File: src/rtl/rd_txn_manager.sv
// Read transaction tracker for the AXI monitor: per-ID in-order lists of outstanding AR
// requests with timeout budgets. Define RD_LAST_CHECK_EN to add per-beat burst-length checking.

module rd_entry_timer #(
    parameter int CntWidth = 10
) (
    input  logic                occupied,
    input  logic                tick,
    input  logic [CntWidth-1:0] counter,
    input  logic [CntWidth-1:0] elapsed,
    output logic [CntWidth-1:0] counter_nxt,
    output logic [CntWidth-1:0] elapsed_nxt,
    output logic                expired
);
    assign counter_nxt = (occupied && tick && counter != '0) ? counter - 1'b1 : counter;
    assign elapsed_nxt = (occupied && tick && elapsed != '1) ? elapsed + 1'b1 : elapsed;
    assign expired     = occupied && (counter == '0);
endmodule

module rd_txn_manager #(
    parameter int MaxRdTxns    = 4,
    parameter int HtCapacity   = 4,
    parameter int IdWidth      = 4,
    parameter int CntWidth     = 10,
    parameter int PrescalerDiv = 1,
    parameter int BudgetBase   = 8
) (
    input  logic                             clk_i,
    input  logic                             rst_ni,
    input  logic                             tick_i,
    input  logic                             ar_valid_i,
    input  logic                             ar_ready_i,
    input  logic [IdWidth-1:0]               ar_id_i,
    input  logic [7:0]                       ar_len_i,
    input  logic                             r_valid_i,
    input  logic                             r_ready_i,
    input  logic [IdWidth-1:0]               r_id_i,
    input  logic                             r_last_i,
    input  logic                             irq_clear_i,
    output logic                             full_o,
    output logic [$clog2(MaxRdTxns+1)-1:0]   outstanding_o,
    output logic [CntWidth-1:0]              latency_o,
    output logic                             latency_valid_o,
    output logic                             reset_req_o,
    output logic                             irq_o,
    output logic                             irq_rd_timeout_o,
    output logic                             irq_unwanted_o,
    output logic                             irq_last_mismatch_o,
    output logic [IdWidth-1:0]               irq_id_o
);
    localparam int LdW     = (MaxRdTxns > 1) ? $clog2(MaxRdTxns) : 1;
    localparam int HtW     = (HtCapacity > 1) ? $clog2(HtCapacity) : 1;
    localparam int OutW    = $clog2(MaxRdTxns + 1);
    localparam int PsShift = $clog2(PrescalerDiv);
    localparam int WideW   = CntWidth + 10;

    typedef struct packed {
        logic [IdWidth-1:0]  id;
`ifdef RD_LAST_CHECK_EN
        logic [7:0]          len;
        logic [7:0]          beat_cnt;
`endif
        logic [CntWidth-1:0] counter;
        logic [CntWidth-1:0] elapsed;
        logic [LdW-1:0]      next;
        logic                free;
    } ld_entry_t;

    typedef struct packed {
        logic [IdWidth-1:0] id;
        logic [LdW-1:0]     head;
        logic [LdW-1:0]     tail;
        logic               valid;
    } ht_entry_t;

    function automatic ld_entry_t ld_reset();
        ld_entry_t e;
        e      = '0;
        e.free = 1'b1;
        return e;
    endfunction

    ld_entry_t [MaxRdTxns-1:0]  ld_q, ld_d;
    ht_entry_t [HtCapacity-1:0] ht_q, ht_d;

    logic [MaxRdTxns-1:0][CntWidth-1:0] cnt_nxt, ela_nxt;
    logic [MaxRdTxns-1:0]               expired;

    for (genvar g = 0; g < MaxRdTxns; g++) begin : g_tmr
        rd_entry_timer #(.CntWidth(CntWidth)) u_tmr (
            .occupied    (!ld_q[g].free),
            .tick        (tick_i),
            .counter     (ld_q[g].counter),
            .elapsed     (ld_q[g].elapsed),
            .counter_nxt (cnt_nxt[g]),
            .elapsed_nxt (ela_nxt[g]),
            .expired     (expired[g])
        );
    end

    logic            ld_free_found, ht_free_found, ar_hit, r_hit, to_found;
    logic [LdW-1:0]  ld_free_idx, to_idx, head_idx;
    logic [HtW-1:0]  ht_free_idx, ar_ht_idx, r_ht_idx;
    logic [OutW-1:0] occ_cnt;

    // Descending scans so the lowest matching index wins.
    always_comb begin
        ld_free_found = 1'b0; ld_free_idx = '0;
        to_found      = 1'b0; to_idx      = '0;
        occ_cnt       = '0;
        for (int i = MaxRdTxns - 1; i >= 0; i--) begin
            if (ld_q[i].free) begin ld_free_found = 1'b1; ld_free_idx = LdW'(i); end
            if (expired[i])   begin to_found = 1'b1;      to_idx = LdW'(i); end
            occ_cnt = occ_cnt + OutW'(!ld_q[i].free);
        end
        ht_free_found = 1'b0; ht_free_idx = '0;
        ar_hit = 1'b0; ar_ht_idx = '0;
        r_hit  = 1'b0; r_ht_idx  = '0;
        for (int j = HtCapacity - 1; j >= 0; j--) begin
            if (!ht_q[j].valid) begin ht_free_found = 1'b1; ht_free_idx = HtW'(j); end
            if (ht_q[j].valid && ht_q[j].id == ar_id_i) begin ar_hit = 1'b1; ar_ht_idx = HtW'(j); end
            if (ht_q[j].valid && ht_q[j].id == r_id_i)  begin r_hit  = 1'b1; r_ht_idx  = HtW'(j); end
        end
    end

    assign full_o        = !ld_free_found || !ht_free_found;
    assign outstanding_o = occ_cnt;
    assign head_idx      = ht_q[r_ht_idx].head;

    logic ar_fire, r_fire, ar_drop, r_unwanted, r_mismatch, err, retire, enq, same_pop;
    logic [IdWidth-1:0] err_id;

    assign ar_fire    = ar_valid_i && ar_ready_i;
    assign r_fire     = r_valid_i && r_ready_i;
    assign ar_drop    = ar_fire && full_o;
    assign r_unwanted = r_fire && !r_hit;
`ifdef RD_LAST_CHECK_EN
    assign r_mismatch = r_fire && r_hit &&
                        (r_last_i ? (ld_q[head_idx].beat_cnt != ld_q[head_idx].len)
                                  : (ld_q[head_idx].beat_cnt == ld_q[head_idx].len));
`else
    assign r_mismatch = 1'b0;
`endif
    assign err      = to_found || r_unwanted || r_mismatch || ar_drop;
    assign retire   = r_fire && r_hit && r_last_i && !r_mismatch;
    assign enq      = ar_fire && !full_o;
    assign same_pop = retire && ar_hit && (r_ht_idx == ar_ht_idx) &&
                      (ht_q[r_ht_idx].head == ht_q[r_ht_idx].tail);
    assign err_id   = to_found ? ld_q[to_idx].id :
                      (r_unwanted || r_mismatch) ? r_id_i : ar_id_i;
    assign reset_req_o = err;

    logic [WideW-1:0]    budget_wide;
    logic [CntWidth-1:0] budget;
    assign budget_wide = WideW'(BudgetBase) + WideW'(ar_len_i >> PsShift) + WideW'(2);
    assign budget      = (budget_wide > WideW'({CntWidth{1'b1}})) ? '1 : budget_wide[CntWidth-1:0];

    always_comb begin
        ld_d = ld_q;
        ht_d = ht_q;
        for (int i = 0; i < MaxRdTxns; i++) begin
            ld_d[i].counter = cnt_nxt[i];
            ld_d[i].elapsed = ela_nxt[i];
        end
`ifdef RD_LAST_CHECK_EN
        if (r_fire && r_hit)
            ld_d[head_idx].beat_cnt = ld_q[head_idx].beat_cnt + 8'd1;
`endif
        // Pop before push so a single-entry list hit by both restarts as a fresh list.
        if (retire) begin
            ld_d[head_idx] = ld_reset();
            if (ht_q[r_ht_idx].head == ht_q[r_ht_idx].tail)
                ht_d[r_ht_idx].valid = 1'b0;
            else
                ht_d[r_ht_idx].head = ld_q[head_idx].next;
        end
        if (enq) begin
            ld_d[ld_free_idx]         = '0;
            ld_d[ld_free_idx].id      = ar_id_i;
`ifdef RD_LAST_CHECK_EN
            ld_d[ld_free_idx].len     = ar_len_i;
`endif
            ld_d[ld_free_idx].counter = budget;
            if (ar_hit && !same_pop) begin
                ld_d[ht_q[ar_ht_idx].tail].next = ld_free_idx;
                ht_d[ar_ht_idx].tail            = ld_free_idx;
            end else if (ar_hit) begin
                ht_d[ar_ht_idx] = '{id: ar_id_i, head: ld_free_idx, tail: ld_free_idx, valid: 1'b1};
            end else begin
                ht_d[ht_free_idx] = '{id: ar_id_i, head: ld_free_idx, tail: ld_free_idx, valid: 1'b1};
            end
        end
        if (err) begin
            for (int i = 0; i < MaxRdTxns; i++) ld_d[i] = ld_reset();
            for (int j = 0; j < HtCapacity; j++) ht_d[j] = '0;
        end
    end

    always_ff @(posedge clk_i or negedge rst_ni) begin
        if (!rst_ni) begin
            for (int i = 0; i < MaxRdTxns; i++) ld_q[i] <= ld_reset();
            ht_q            <= '0;
            latency_o       <= '0;
            latency_valid_o <= 1'b0;
        end else begin
            ld_q            <= ld_d;
            ht_q            <= ht_d;
            latency_valid_o <= retire && !err;
            if (retire && !err) latency_o <= ld_q[head_idx].elapsed;
        end
    end

    logic irq_mismatch_q;
    always_ff @(posedge clk_i or negedge rst_ni) begin
        if (!rst_ni) begin
            irq_rd_timeout_o <= 1'b0;
            irq_unwanted_o   <= 1'b0;
            irq_mismatch_q   <= 1'b0;
            irq_id_o         <= '0;
        end else begin
            if (irq_clear_i) begin
                irq_rd_timeout_o <= 1'b0;
                irq_unwanted_o   <= 1'b0;
                irq_mismatch_q   <= 1'b0;
                irq_id_o         <= '0;
            end
            if (to_found)                 irq_rd_timeout_o <= 1'b1;
            if (r_unwanted || ar_drop)    irq_unwanted_o   <= 1'b1;
            if (r_mismatch)               irq_mismatch_q   <= 1'b1;
            // Only the first error after a clear records its ID; a coinciding clear yields to it.
            if (err && (!irq_o || irq_clear_i)) irq_id_o <= err_id;
        end
    end

`ifdef RD_LAST_CHECK_EN
    assign irq_last_mismatch_o = irq_mismatch_q;
`else
    assign irq_last_mismatch_o = 1'b0;
    logic unused_mismatch;
    assign unused_mismatch = irq_mismatch_q;
`endif
    assign irq_o = irq_rd_timeout_o || irq_unwanted_o || irq_last_mismatch_o;

endmodule

File: config.mk
export PLATFORM = sky130hd
export DESIGN_NAME = rd_txn_manager
export DESIGN_NICKNAME = d
export VERILOG_FILES = /design/src/rtl/rd_txn_manager.sv
export SDC_FILE = /design/constraint.sdc
export NUM_CORES = 1
export LEC_CHECK = 0
export CAP_MARGIN = 20
export CORE_MARGIN = 2
export CORE_UTILIZATION = 45
export CTS_CLUSTER_DIAMETER = 150
export DETAILED_ROUTE_END_ITERATION = 6
export SLEW_MARGIN = 20
export SYNTH_ARGS = -nofsm -noshare
export SYNTH_HDL_FRONTEND = slang
export SYNTH_HIERARCHICAL = 1
export SYNTH_SLANG_ARGS = --single-unit
File: constraint.sdc
create_clock -name clk_i -period 3.3 [get_ports clk_i]
set_input_delay 0.66 -clock clk_i [delete_from_list [all_inputs] [get_ports clk_i]]
set_output_delay 0.66 -clock clk_i [all_outputs]
set_load 0.005 [all_outputs]
-- Yosys cells after proc, flatten, opt, wreduce, memory -nomap -nowiden
Index checks and enable logic that the tools add are counted.
W data, S select, Z words.
- add/subtract/negate cells: 13
- multiplexer cells: 102
- reductions and logical operators: 71
- bitwise gates (word level): 5
- order comparisons: 14
- equality and inequality tests: 14
- operators by type and width (operator ; count):
    $mux W108 ; 4
    $bwmux W108 ; 3
    $demux W27 S2 ; 5
    $mux W36 ; 6
    $bwmux W36 ; 5
    $and A108 B108 Y108 ; 1
    $bmux W27 S2 ; 2
    $mux W27 ; 4
    $not A108 Y108 ; 1
    $and A104 B104 Y104 ; 1
    $not A104 Y104 ; 1
    $demux W9 S2 ; 5
    $mux W10 ; 9
    $logic_and A1 B1 Y1 ; 43
    $add A10 B1 Y10 const B ; 4
    $logic_not A10 Y1 ; 4
    $mux W2 ; 20
    $ne A10 B10 Y1 const B ; 4
    $reduce_bool A10 Y1 ; 4
    $sub A10 B1 Y10 const B ; 4
    $bmux W9 S2 ; 2
    $eq A4 B4 Y1 ; 8
    $mux W1 ; 24
    $mux W23 ; 1
    other kinds (18) ; 54
- output and inout bits: 24
- bits in registers: 161
- word-level logic and storage cells: 260
- bits of input ports: 25

-- Depth between registers and ports, before layout
- depth in word-level cells: 22
- mapped depth: 15
- gate-level depth less buffers: 13

-- Cells and area by module
The synthesis kept the hierarchy.
- by module, submodules not included (module ; seq. area each (sq um) ; times used ; area an instance (sq um) ; cells an instance):
    rd_txn_manager ; 4033.9 ; 1 ; 8461.9 ; 874
    rd_entry_timer ; 0.0 ; 4 ; 579.3 ; 85

-- Least setup slack after synthesis
Ideal clock, no wire load.
- kind: in2out
- start point: input r_id_i[2]
- end point: output reset_req_o
- arrival time: 2814 ps
- buffers on the path: 5
- required time: 2640 ps
- setup slack: -174 ps
- stages on the path: 13
- cell sequence: buf_2 > xor2_1 > nor3_4 > and3_1 > buf_2 > nor4_1 > and2_1 > buf_2 > or2_2 > a21oi_1 > inv_1 > buf_4 > buf_2
- cells in the longest elaborated chain, start to end: 10
- elaborated cells on any way between the ends: 16
- classes of those cells: 4 x eq/ne; 4 x mux; 8 x reduce/logical
- RTL lines (what ; line ; source):
    start: declaration ; 37 ; input logic [IdWidth-1:0] r_id_i,
    $eq A4 B4 Y1 ; 122 ; if (ht_q[j].valid && ht_q[j].id == r_id_i) begin r_hit = 1'b1; r_ht_idx = HtW'(j); end
    $logic_and A1 B1 Y1 ; 122 ;
    $mux W1 (3 in a row) ; 122 ;
    $mux W1 * ; 122 ;
    $logic_not A1 Y1 * ; 136 ; assign r_unwanted = r_fire && !r_hit;
    $logic_and A1 B1 Y1 * ; 136 ;
    $logic_or A1 B1 Y1 * (2 in a row) ; 144 ; assign err = to_found || r_unwanted || r_mismatch || ar_drop;
    end: declaration ; 44 ; output logic reset_req_o,
Every way passes the cells marked *; elsewhere a longest branch is shown, timed or not.

==> flow_metrics.py <==
metrics = {
    "synth": {
        "ys_async_sr_fraction_pct": 100,
        "synth_ff_type": "dfrtp_1",
        "synth_seq_cells": 161,
        "synth_enable_flop_cells": 0,
        "synth.area.top_cells": "dfrtp_1 36%, a21oi_1 4.3%, nor2_1 4.0%",
        "synthCells": 1214,
        "yosysWarnings": 6,
        "synth_top_area_share_pct": 36.4,
        "synth_largest_area_cell": "dfrtp_1",
        "syn_nets": 1251,
        "synth_area_um2": 10800,
        "synth.distinct_cells": 71,
        "ys_seq_area_share_pct": 37.4,
        "syn_avg_cell_area_um2": 8.88,
    },
    "sta": {
        "relSlewSlack_pct": 46.8,
        "finClkSkew_ps": 17.7,
        "post-route-period-util_pct": 95.2,
        "hold_violations": 0,
        "setup_slack_ps": 157,
        "rsz0062_at_grt": "false",
        "fmax_ghz": 0.318,
        "worstMarginPinSlew_ps": 789,
        "maxSlewViolCount": 0,
        "setup_violations": 0,
        "post-route-min-period_ps": 3140,
    },
    "global_route": {
        "grt_usage_pct": 27.1,
        "grt_pass1_wl_um": 54500,
        "grt_max_degree": 66,
        "grt_pass1_vias": 9738,
        "grt-ovfl-total": 0,
        "antenna_found_initial": 0,
    },
    "setup_path": {
        "cp_data_required_time_ps": 3620,
        "cpMostUsedCell": "buf_4",
        "path_class": "primary input to register",
        "crit_arrival_ps": 3460,
        "cp-start-kind": "primary input",
        "worstPathCellList": "clkdlybuf4s50_1 > buf_4 > xor2_1 > nor3_2 > and3_1 > a31oi_1 > nand2b_1 > a31oi_1 > buf_4 > and3_2 > buf_4 > o211ai_1 > a21oi_1",
        "critPathMaxStageDelay_ps": 570,
        "end_kind": "register",
        "crit_slowest_cell": "clkdlybuf4s50_1",
        "crit_fanout": 7,
        "cp_top_family": "buffers and inverters",
        "path_buf_inv": 4,
        "rrSetupSlack_ps": 210,
    },
    "layout": {
        "fin_cells": 1672,
        "fill_cells": 2134,
        "multi_input_area_um2": 6460,
        "seq_area_um2": 4030,
        "area_growth_pct": 22.9,
        "diodes": 0,
        "layout-drive-gt1-share_pct": 20.7,
        "nNetsFinal": 1377,
    },
    "power_and_ir_drop": {
        "irDropWorstVdd_uv": 380,
        "pwr_density_cell_nw_per_um2": 640,
        "p_leak_nw": 5.98,
    },
    "clock_tree": {
        "cts_buffers": 17,
        "htree_levels": 4,
        "clkSlewWorstSetupHoldPaths_ps": 70,
        "cts_tree": "done",
        "cts_root_buf": "clkbuf_16",
        "clock_latency_ps": 440,
        "cts_buffer_depth": 2,
        "cts_sinks": 161,
    },
    "floorplanning": {
        "dieArea_um2": 25200,
        "chipHeight_um": 159,
        "fp.coreArea_um2": 23500,
        "die_x_um": 159,
        "floorplan.initialDensity_pct": 45.9,
        "rows": 56,
        "pin_count": 49,
    },
    "detailed_routing": {
        "drt_iter0_markers": 946,
        "vias_per_cell": 6.14,
        "firstDrtPassIters": 6,
        "final_antenna_net_count": 0,
        "routedWlPerCell_um": 20.7,
        "vias": 10300,
        "drc": 0,
        "wl_um": 34600,
    },
    "place": {
        "place.gp.congestion": 0.937,
        "port_buffers": 47,
        "dpl.cell_count": 1632,
        "place_hpwl_um": 25000,
        "place_ws_ps": -634,
    },
    "outcome": {
        "status": "completed",
    },
    "job": {
        "cap_violations": 0,
    },
    "worst_hold_path": {
        "hold_class": "primary input to async pin",
    },
}
[final cells by class]
type | instances | share of cell area (%)
clock buffer | 19 | 3.34
clock inverter | 13 | 1.29
inverter | 26 | 0.737
multi-input combinational | 945 | 48.8
sequential | 161 | 30.4
tap | 319 | 3.01
timing repair buffer | 189 | 12.4
[sequential cells by signal (all words and copies together) (netlist names)]
signal / count
ld_q: 108
ht_q: 36
latency_o: 10
irq_id_o: 4
irq_rd_timeout_o: 1
irq_unwanted_o: 1
latency_valid_o: 1
[worst paths after layout]
kind                               from      endpoint  depth (start not counted)
max in group asynchronous        rst_ni       ld_q[0]                          2
min in group clk_i         latency_o[0]  latency_o[0]                          1
hold / removal                   rst_ni      ld_q[36]                          1
hold reg to reg            latency_o[0]  latency_o[0]                          1
setup / recovery             ar_id_i[1]      ld_q[28]                         13
setup reg to reg               ht_q[25]       ht_q[4]                         11
[synth_stat cells, types with 3 or more instances]
| library cell | n |
|---|---|
| o31ai_1 | 8 |
| nor4_1 | 4 |
| mux4_2 | 4 |
| buf_4 | 3 |
| and3_1 | 61 |
| xnor2_1 | 29 |
| and4bb_2 | 4 |
| a22oi_1 | 40 |
| buf_2 | 26 |
| o211ai_1 | 23 |
| a211o_1 | 3 |
| nand2b_1 | 9 |
| a21oi_1 | 93 |
| or4_1 | 6 |
| nand4_1 | 15 |
| dfstp_2 | 4 |
| a2111oi_0 | 4 |
| a211oi_1 | 21 |
| nor4b_4 | 4 |
| nand3_1 | 62 |
| mux2_2 | 36 |
| a21boi_0 | 4 |
| and2_1 | 28 |
| nor2b_1 | 11 |
| or2_2 | 4 |
| a41oi_1 | 21 |
| xor2_1 | 20 |
| or3b_2 | 4 |
| mux2_1 | 5 |
| a31oi_1 | 26 |
| o41ai_1 | 8 |
| or3_1 | 12 |
| o21ai_0 | 46 |
| dfrtp_1 | 157 |
| nand2_1 | 65 |
| ha_1 | 11 |
| and4_1 | 21 |
| inv_1 | 26 |
| nor3_1 | 37 |
| o311ai_0 | 9 |
| nor2_1 | 114 |
| clkbuf_1 | 52 |
| a22o_1 | 4 |
| mux2i_1 | 36 |
[cells in the final DEF (no fill, tap or decap), types with 21 or more instances in the layout]
master	n
dfrtp_1	157
and3_1	58
mux2_2	36
xnor2_1	27
nor3_1	30
and2_1	23
a41oi_1	21
nand2_1	64
clkdlybuf4s50_1	39
a31oi_1	26
nand3_1	62
o211ai_1	23
mux2i_1	35
inv_1	23
a22oi_1	40
a21oi_1	92
nor2_1	112
buf_4	132
o21ai_0	46
[kinds of logic (layout without fill, tap and decap cells)]
family / count (synthesis) / count (layout) / share of synthesized area (%)
xor gates and xnor gates: 49 / 49 / 3.98
and+or+nand+nor: 468 / 468 / 23.6
muxes: 81 / 81 / 8.46
adders and majority gates: 12 / 12 / 1.46
buffers and inverters: 108 / 247 / 4.24
other: 1 / 1 / 0.0348
DFF: 161 / 161 / 37.4
AOI/OAI and AO/OA: 334 / 334 / 20.8
[routing by layer]
| metal | vias up | track usage (%) | wire length, um |
|---|---|---|---|
| met5 | - | 0 | 0 |
| met4 | 0 | 10.1 | 1080 |
| met3 | 62 | 5.28 | 2350 |
| met2 | 392 | 41.6 | 15600 |
| met1 | 4976 | 37.9 | 15600 |
| li1 | 4832 | - | - |
[report_power, final]
part           total [mW]  leakage, nW  internal (mW)  switching, mW
Sequential           2.59         2.21           2.25          0.336
Combinational        3.74         3.47           1.53           2.21
Clock                2.14        0.301           1.23          0.914
Total                8.47         5.98           5.02           3.46
[through the flow]
step           TNS (ps)  hold slack [ps]  area [um2]  util [%]  total power, mW
6_report              0              201       13200      56.4             8.47
5_1_grt               0              255       13200      56.4             8.91
4_1_cts               0              240       13100      56.0             8.39
3_5_place_dp     -65170              486       12400      53.0             6.13
3_3_place_gp     -54540              489       12400      53.0             6.11
2_1_floorplan         0              364       10800         -             4.68
[what timing repair did]
action                                 4_1_cts  5_1_grt
endpoints found under the hold margin        0        0
hold buffers                                 0        0
resized for setup                           27       29
setup endpoints to repair                  100       20
buffers inserted                             0        8
pin swaps                                    3        9
Power figures use the tool's default switching activity.
